`config.mk`:
```
export PLATFORM = sky130hd
export DESIGN_NAME = usr_serial_frame_rx
export DESIGN_NICKNAME = d
export VERILOG_FILES = /design/src/rtl/usr_serial_frame_rx.sv
export SDC_FILE = /design/constraint.sdc
export NUM_CORES = 1
export LEC_CHECK = 0
export ABC_AREA = 1
export CORE_MARGIN = 5
export CORE_UTILIZATION = 46
export CTS_CLUSTER_DIAMETER = 100
export DETAILED_ROUTE_END_ITERATION = 8
export GPL_ROUTABILITY_DRIVEN = 0
export PLACE_DENSITY = 0.76
export SLEW_MARGIN = 10
export SYNTH_ARGS = -nofsm -noshare
export SYNTH_HDL_FRONTEND = slang
export SYNTH_SLANG_ARGS = --single-unit
```
`constraint.sdc`:
```
create_clock -name clk -period 1.15 [get_ports clk]
set_input_delay 0.23 -clock clk [delete_from_list [all_inputs] [get_ports clk]]
set_output_delay 0.23 -clock clk [all_outputs]
set_load 0.005 [all_outputs]
```
`src/rtl/usr_serial_frame_rx.sv`:
```
// ---------------------------------------------------------------------------
// usr_serial_frame_rx
//
// Serial frame receiver for the serial output of the universal shift
// register. Bits are sampled only on clock edges where ser_en is high.
// Line format: idle 0, start 1, WIDTH data bits MSB first, optional
// parity bit, stop 0. Each good frame is delivered in parallel with a
// one-cycle data_valid pulse. A parity error is flagged alongside the
// delivered word. A bad stop bit raises frame_err and drops the word.
//
// Ports:
//   clk        - system clock, rising edge
//   reset      - synchronous, active-high reset
//   ser_in     - serial data in
//   ser_en     - bit strobe; ser_in sampled only when high
//   data_out   - last correctly framed word (first received bit = MSB)
//   data_valid - one-cycle pulse, data_out updated this cycle
//   parity_err - one-cycle pulse with data_valid on parity mismatch
//   frame_err  - one-cycle pulse when the stop bit is wrong
//   busy       - high whenever a frame is in progress (FSM not IDLE)
// ---------------------------------------------------------------------------
module usr_serial_frame_rx #(
    parameter int WIDTH      = 4,
    parameter bit PARITY_EN  = 1'b1,
    parameter bit PARITY_ODD = 1'b0
) (
    input  logic             clk,
    input  logic             reset,
    input  logic             ser_in,
    input  logic             ser_en,
    output logic [WIDTH-1:0] data_out,
    output logic             data_valid,
    output logic             parity_err,
    output logic             frame_err,
    output logic             busy
);

    localparam int CNT_W = $clog2(WIDTH) + 1;

    typedef enum logic [1:0] {
        IDLE   = 2'd0,
        DATA   = 2'd1,
        PARITY = 2'd2,
        STOP   = 2'd3
    } state_t;

    state_t           state;
    state_t           state_nxt;
    logic [CNT_W-1:0] cnt;
    logic [WIDTH-1:0] shreg;
    logic             par_bit;

    // High when the received parity bit disagrees with the data bits.
    // With parity disabled there is nothing to disagree with.
    function automatic logic parity_mismatch(input logic [WIDTH-1:0] d,
                                             input logic             p);
        if (PARITY_EN)
            parity_mismatch = (^d) ^ PARITY_ODD ^ p;
        else
            parity_mismatch = 1'b0;
    endfunction

    // State register: advances only on strobed edges.
    always_ff @(posedge clk) begin
        if (reset)
            state <= IDLE;
        else if (ser_en)
            state <= state_nxt;
    end

    // Next-state logic.
    always_comb begin
        state_nxt = state;
        case (state)
            IDLE: begin
                if (ser_in)
                    state_nxt = DATA;
            end
            DATA: begin
                if (cnt == CNT_W'(WIDTH - 1))
                    state_nxt = PARITY_EN ? PARITY : STOP;
            end
            PARITY: state_nxt = STOP;
            // Good or bad stop bit, the line returns to IDLE; a 1 here
            // is a framing error, never a new start bit.
            STOP:   state_nxt = IDLE;
            default: state_nxt = IDLE;
        endcase
    end

    // Datapath and registered pulses. Pulses clear every cycle regardless
    // of ser_en so each lasts exactly one clock.
    always_ff @(posedge clk) begin
        if (reset) begin
            cnt        <= '0;
            shreg      <= '0;
            par_bit    <= 1'b0;
            data_out   <= '0;
            data_valid <= 1'b0;
            parity_err <= 1'b0;
            frame_err  <= 1'b0;
        end else begin
            data_valid <= 1'b0;
            parity_err <= 1'b0;
            frame_err  <= 1'b0;
            if (ser_en) begin
                case (state)
                    IDLE: begin
                        if (ser_in)
                            cnt <= '0;
                    end
                    DATA: begin
                        shreg <= {shreg[WIDTH-2:0], ser_in};
                        cnt   <= cnt + 1'b1;
                    end
                    PARITY: par_bit <= ser_in;
                    STOP: begin
                        if (!ser_in) begin
                            data_out   <= shreg;
                            data_valid <= 1'b1;
                            parity_err <= parity_mismatch(shreg, par_bit);
                        end else begin
                            frame_err  <= 1'b1;
                        end
                    end
                    default: ;
                endcase
            end
        end
    end

    // Output logic.
    always_comb begin
        busy = (state != IDLE);
    end

endmodule

```
==> results of run 1 <==
power groups by stage:
stage,registers (µW),clock network [µW],logic [µW]
after floorplan,652,0,159
after global placement,651,0,298
after detailed placement,652,0,309
after CTS,641,326,366
after global routing,648,342,482
final,645,316,442
routing by layer:
metal | GRT usage | vias up | routed length, µm
met2 | 0.282 | 24 | 1010
met1 | 0.140 | 359 | 710
li1 | - | 374 | -
met3 | 0.0430 | 4 | 93
met4 | 0.0131 | 0 | 36
met5 | 0 | - | 0
flip-flops by register name (all words and copies together), names as in the netlist:
register and count:
data_valid 1, frame_err 1, shreg 4, par_bit 1
data_out 4, cnt 3, parity_err 1, state 2
path summary, 6_finish.rpt:
path             from       end  slack, ns  cells after the start
max          state[1]  state[0]      -0.11                      8
min           par_bit   par_bit       0.48                      2
max reg2reg  state[1]  state[0]      -0.11                      8
min reg2reg   par_bit   par_bit       0.48                      2
cells by family (layout without fill, tap and decap cells):
family                   after synthesis  in the layout  share of synthesized area
buffers and inverters                 17             44                     0.0845
AO/OA/AOI/OAI                         25             25                      0.169
flip-flops                            17             17                      0.426
adder cells (fa/ha/maj)                7              7                      0.110
AND/OR/NAND/NOR                       34             34                      0.200
XOR/XNOR                               1              1                     0.0110
timing repair:
action | CTS | global route
gates resized for setup | 39 | 31
endpoints found under the setup margin | 23 | 17
pin swaps | 9 | 12
buffers inserted | 1 | 1
endpoints found under the hold margin | 0 | 0
synth_stat cells:
library cell	count
o21ai_1	3
nor2_1	15
dfxtp_1	17
xor2_1	1
a21boi_2	1
inv_2	1
inv_1	14
buf_2	1
or2_2	1
o21ai_0	12
ha_1	7
a21oi_1	8
nor2_8	1
inv_4	1
nand2_2	1
a21oi_2	1
nand2_1	12
nand3_1	2
nor3_1	1
nor2_4	1
layout make-up:
class                   count  share of cell area
multi-input cells          67               0.427
flip-flops and latches     17               0.285
repair buffers             24               0.191
inverters                  16              0.0575
clock buffers               4              0.0216
well taps                  17              0.0175
critical path: stages, from the launching register on:
cell     delay, ns
dfxtp_2       0.34
inv_2         0.08
ha_4          0.16
inv_4         0.04
buf_6         0.10
o21ai_4       0.16
nor2_2        0.07
o21ai_1       0.16
nor2_1        0.06
metrics by stage:
stage	hold WS (ns)	instance area [µm²]	setup TNS [ns]	utilization
after floorplan	0.299	812	0	-
after global placement	0.449	1040	-3.06	0.616
after detailed placement	0.463	1040	-3.63	0.616
after CTS	0.476	1120	-0.704	0.664
after global routing	0.497	1220	-1.51	0.721
final	0.475	1220	-0.568	0.721
==> out/metrics.csv, run 1 <==
stage,metric,value,unit
routing,drt_wl_total,1850,µm
synthesis,synth-seq-cells,17,
sta,rsz0062_at_grt,yes,
synthesis,netlist_instances,101,
sta,fin_crit,1.26,ns
sta,max_freq,793,MHz
floorplanning,start_util,0.473,
synthesis,netlist.area_leader.share,0.426,
floorplanning,die_h,51.7,µm
cells_and_area,area_growth_syn_to_layout,52.4,%
sta,slew_violations,0,
pwr,pwr-share-comb,0.315,
worst_hold_path,hp-class,reg2reg,
global_routing,antenna_found_initial,0,
floorplanning,core,1690,µm²
global_routing,grt_pass1_vias,717,
synthesis,synth_area_per_cell,7.92,µm²
cells_and_area,final_nets,140,
cells_and_area,ff_latch_area,348,µm²
clocking,cts-buffers-inserted,3,
routing,final_antenna_net_count,0,
cells_and_area,drive_gt1_frac,0.438,
cells_and_area,multi_input_area,520,µm²
routing,num_vias,761,
floorplanning,fp.dieW,51.7,µm
pwr,swShare,0.306,
clocking,clock_sinks,17,
clocking,clk_pin_slew,0.10,ns
clocking,cts-root-buf,clkbuf_4,
routing,dr.pass1.iters,4,
pwr,fin_total_pwr,1400,µW
sta,fin_crit_sh,1.10,
setup_path,setup.worst_path.class,reg2reg,
synthesis,ys_types,20,
sta,finalWorstSetupSlack,-0.110,ns
clocking,postCtsHoldBufs,0,
setup_path,cp-end-kind,flop,
pwr,seq_power_share,0.460,
place,place_hpwl,1240,µm
routing,avgViaCountPerCell,5.25,
pwr,ir_drop,0.000704,V
global_routing,grt_max_degree,13,
place,place_ws,-0.287,ns
setup_path,critPathArrivalTime,1.44,ns
setup_path,critPathLaunchType,flop,
routing,drtIter0Drc,17,
global_routing,grt_usage,0.139,
sta,final_hold_viol_count,0,
cells_and_area,final_cell_mix,"dfxtp_1, nor2_1, nand2_1",
global_routing,grt.overflow.total,0,
clocking,cts_tree,yes,
routing,post_drt_wl_per_cell,12.8,µm
setup_path,critPathRequiredTime,1.33,ns
clocking,clock_latency,0.28,ns
pwr,pwr_density_cell,1150,nW/µm²
sta,slew_headroom,0.708,
cells_and_area,fill_cells,127,
outcome,violations,negative setup slack,
pwr,p_leak,0.000568,µW
setup_path,cp_max_fo,2,
place,dp.cells,140,
global_routing,grt_pass1_wl,2830,µm
synthesis,yosysWarningCount,0,
run,drv_cap,0,
sta,final.setup_skew,0.00160,ns
floorplanning,io_pins,12,
routing,remaining_drc_errors,0,
outcome,status,finished with violations,
sta,worst_pin_slew,0.437,ns
synthesis,seq_area_frac_synth,0.426,
synthesis,synth_top_area_cell,dfxtp_1,
synthesis,synth_area_leaders,"dfxtp_1, ha_1, o21ai_0, nor2_1, inv_1",
cells_and_area,antenna_cells,0,
clocking,cts-htree-levels,1,
synthesis,netlist_area,800,µm²
place,portBuffers,11,
pwr,p_sw,429,µW
cells_and_area,final_cells,145,
cells_and_area,layout_commonest_cell,dfxtp_1,
sta,setup_viol,11,
floorplanning,rows,15,
synthesis,syn_nets,112,
clocking,cts_max_path_buffers,2,
pwr,power_frac_clock,0.225,
floorplanning,dieArea,2670,µm²
pwr,internal_power,973,µW
(Power assumes the default switching activity.)
==> inputs of run 2 (changes only) <==
--- a/config.mk
+++ b/config.mk
@@ -6,7 +6,7 @@
 export NUM_CORES = 1
 export LEC_CHECK = 0
 export ABC_AREA = 1
-export CORE_MARGIN = 5
+export CORE_MARGIN = 1
 export CORE_UTILIZATION = 46
 export CTS_CLUSTER_DIAMETER = 100
 export DETAILED_ROUTE_END_ITERATION = 8
==> constraint.sdc (replaced) <==
create_clock -name clk -period 1.1 [get_ports clk]
set_input_delay 0.22 -clock clk [delete_from_list [all_inputs] [get_ports clk]]
set_output_delay 0.22 -clock clk [all_outputs]
set_load 0.005 [all_outputs]
==> run 2 against run 1 <==
The flow finishes with violations (design-rule violations, negative setup slack). Combinational power is 2% higher. Worst setup slack got worse by 0.047 ns. Register-to-register slack worse by 0.04 ns. Global-route usage is 7.6 points higher. Sequential share of layout area is 0.059 points higher. Final cell count up 0.69%. Non-clock buffer count increased by 2. Largest cell class unchanged.
==> out/metrics.csv, run 2 (synthesis results as in run 1) <==
stage,metric,value,unit,change
floorplanning,die_h,43.7,µm,was 51.7 µm
setup_path,cp_max_fo,6,,was 2
setup_path,cp_slowest_cell,clkdlybuf4s50_1,,was dfxtp_2
global_routing,grt_pass1_wl,2970,µm,was 2830 µm
cells_and_area,reg.largest.list,"data_out (4), shreg (4), cnt (3)",,unchanged
clocking,cts_max_path_buffers,2,,unchanged
cells_and_area,antenna_cells,0,,unchanged
cells_and_area,final_nets,142,,was 140
routing,post_drt_wl_per_cell,12.7,µm,was 12.8 µm
setup_path,cp-end-kind,flop,,unchanged
cells_and_area,finish.utilization,0.780,,was 0.721
routing,drtIter0Drc,17,,unchanged
clocking,clock_latency,0.29,ns,was 0.28 ns
sta,setup_viol,18,,was 11
routing,remaining_drc_errors,1,,was 0
place,portBuffers,11,,unchanged
outcome,status,finished with violations,,unchanged
clocking,clk_pin_slew,0.10,ns,about the same
clocking,clock_sinks,17,,unchanged
routing,final_antenna_net_count,0,,unchanged
setup_path,crit_chain,clkdlybuf4s50_1 -> nand2_2 -> nor2_4 -> inv_4 -> nor2_8 -> inv_2 -> a21oi_2,,was inv_2 -> ha_4 -> inv_4 -> buf_6 -> o21ai_4 -> nor2_2 -> o21ai_1 -> nor2_1
cells_and_area,multi_input_area,519,µm²,was 520 µm²
global_routing,grt_usage,0.215,,was 0.139
cells_and_area,fill_cells,104,,was 127
sta,fin_crit,1.26,ns,
sta,slew_headroom,0.795,,was 0.708
routing,drt_wl_total,1850,µm,about the same
sta,slew_violations,0,,unchanged
place,place_ws,-0.298,ns,was -0.287 ns
setup_path,setup.worst_path.class,in2reg,,was reg2reg
setup_path,reg2regPathDepth,7,,was 8
global_routing,antenna_found_initial,0,,unchanged
place,place_hpwl,1150,µm,was 1240 µm
sta,final_hold_viol_count,0,,unchanged
sta,rsz0062_at_grt,yes,,unchanged
cells_and_area,ff_latch_area,348,µm²,unchanged
pwr,ir_drop,0.000826,V,was 0.000704 V
setup_path,endpoint,parity_err,,was state[0]
clocking,cts-htree-levels,1,,unchanged
setup_path,reg2reg_to,shreg[1],,was state[0]
global_routing,grt_pass1_vias,697,,was 717
sta,final.setup_skew,0.000708,ns,was 0.00160 ns
floorplanning,start_util,0.513,,was 0.473
floorplanning,dieArea,1910,µm²,was 2670 µm²
global_routing,grt.overflow.total,0,,unchanged
outcome,violations,"design-rule violations, negative setup slack",,was negative setup slack
pwr,p_leak,0.000535,µW,was 0.000568 µW
sta,finalWorstSetupSlack,-0.157,ns,was -0.110 ns
setup_path,r2r-start,state[1],,unchanged
cells_and_area,drive_gt1_frac,0.408,,was 0.438
setup_path,critPathLaunchType,primary input,,was flop
worst_hold_path,hp-start,cnt[2],,was par_bit
floorplanning,fp.dieW,43.7,µm,was 51.7 µm
sta,fin_crit_sh,1.14,,
cells_and_area,final_cell_mix,"nand2_1, dfxtp_1, nor2_1, buf_4, inv_1",,"was dfxtp_1, nor2_1, nand2_1"
routing,dr.pass1.iters,6,,was 4
floorplanning,io_pins,12,,unchanged
setup_path,critPathRequiredTime,1.34,ns,was 1.33 ns
setup_path,critPathArrivalTime,1.50,ns,was 1.44 ns
sta,max_freq,795,MHz,
cells_and_area,area_growth_syn_to_layout,52.1,%,was 52.4%
floorplanning,rows,14,,was 15
setup_path,cp_slowest_stage_delay,0.64,ns,was 0.34 ns
routing,avgViaCountPerCell,5.05,,was 5.25
clocking,cts-buffers-inserted,3,,unchanged
routing,num_vias,738,,was 761
clocking,cts-root-buf,clkbuf_4,,unchanged
global_routing,grt_max_degree,13,,unchanged
setup_path,crit_start,ser_en,,was state[1]
sta,worst_pin_slew,0.307,ns,was 0.437 ns
setup_path,reg2reg_slack,-0.15,ns,was -0.11 ns
clocking,cts_tree,yes,,unchanged
run,drv_cap,0,,unchanged
pwr,pwr_density_cell,1200,nW/µm²,was 1150 nW/µm²
floorplanning,core,1560,µm²,was 1690 µm²
worst_hold_path,hp-class,reg2reg,,unchanged
## run 2: cell types whose count changed in the layout (fill, tap and decap cells not counted), sizes merged
cell / delta
dlygate4sd2: -7
clkdlybuf4s15: +6
buf: +2
clkdlybuf4s50: +2
dlymetal6s2s: -1
## run 2: cell type report
type	instances	share of cell area
clock buffers	4	0.0216
inverters	16	0.0556
multi-input cells	67	0.427
flip-flops and latches	17	0.286
repair buffers	26	0.193
well taps	16	0.0165
## run 2: worst min path at each step
stage | endpoint | cells after the start
finish | cnt[2] | 2
global route | cnt[2] | 2
CTS | cnt[2] | 2
detailed placement | cnt[2] | 2
global placement | cnt[2] | 2
floorplan | cnt[1] | 1
## run 2: where the power goes
part	switching [µW]	internal [µW]
Clock	200	141
Sequential	24.5	648
Combinational	233	216
## run 2: routing by layer
layer | track usage | up-vias | part of all wire
met5 | 0 | - | 0
met4 | 0.0750 | 0 | 0.017
met3 | 0.0500 | 4 | 0.021
met2 | 0.379 | 11 | 0.53
met1 | 0.251 | 343 | 0.43
li1 | - | 380 | -
## run 2: through the flow
step / cell area, µm² / power (µW) / hold slack, ns / TNS (ns) / std cells
after global routing: 1220 / 1550 / 0.495 / -3.13 / 146
after detailed placement: 1040 / 990 / 0.459 / -4.02 / 140
final: 1220 / 1460 / 0.481 / -2.07 / 146
after floorplan: 815 / 850 / 0.289 / -0.00960 / 101
after CTS: 1160 / 1420 / 0.466 / -1.59 / 145
after global placement: 1040 / 976 / 0.459 / -3.64 / 140
## run 2: critical path: cells and delay by family
family | cells | cell delay, ns
AO/OA/AOI/OAI | 1 | 0.09
buffers and inverters | 3 | 0.76
AND/OR/NAND/NOR | 3 | 0.42
## run 2: repair_timing
action                     4_1_cts  5_1_grt
hold buffers                     0        0
resized for setup               45       17
setup buffers                    2        2
pin swaps                       11       13
setup endpoints to repair       23       24
cloned                           0        0
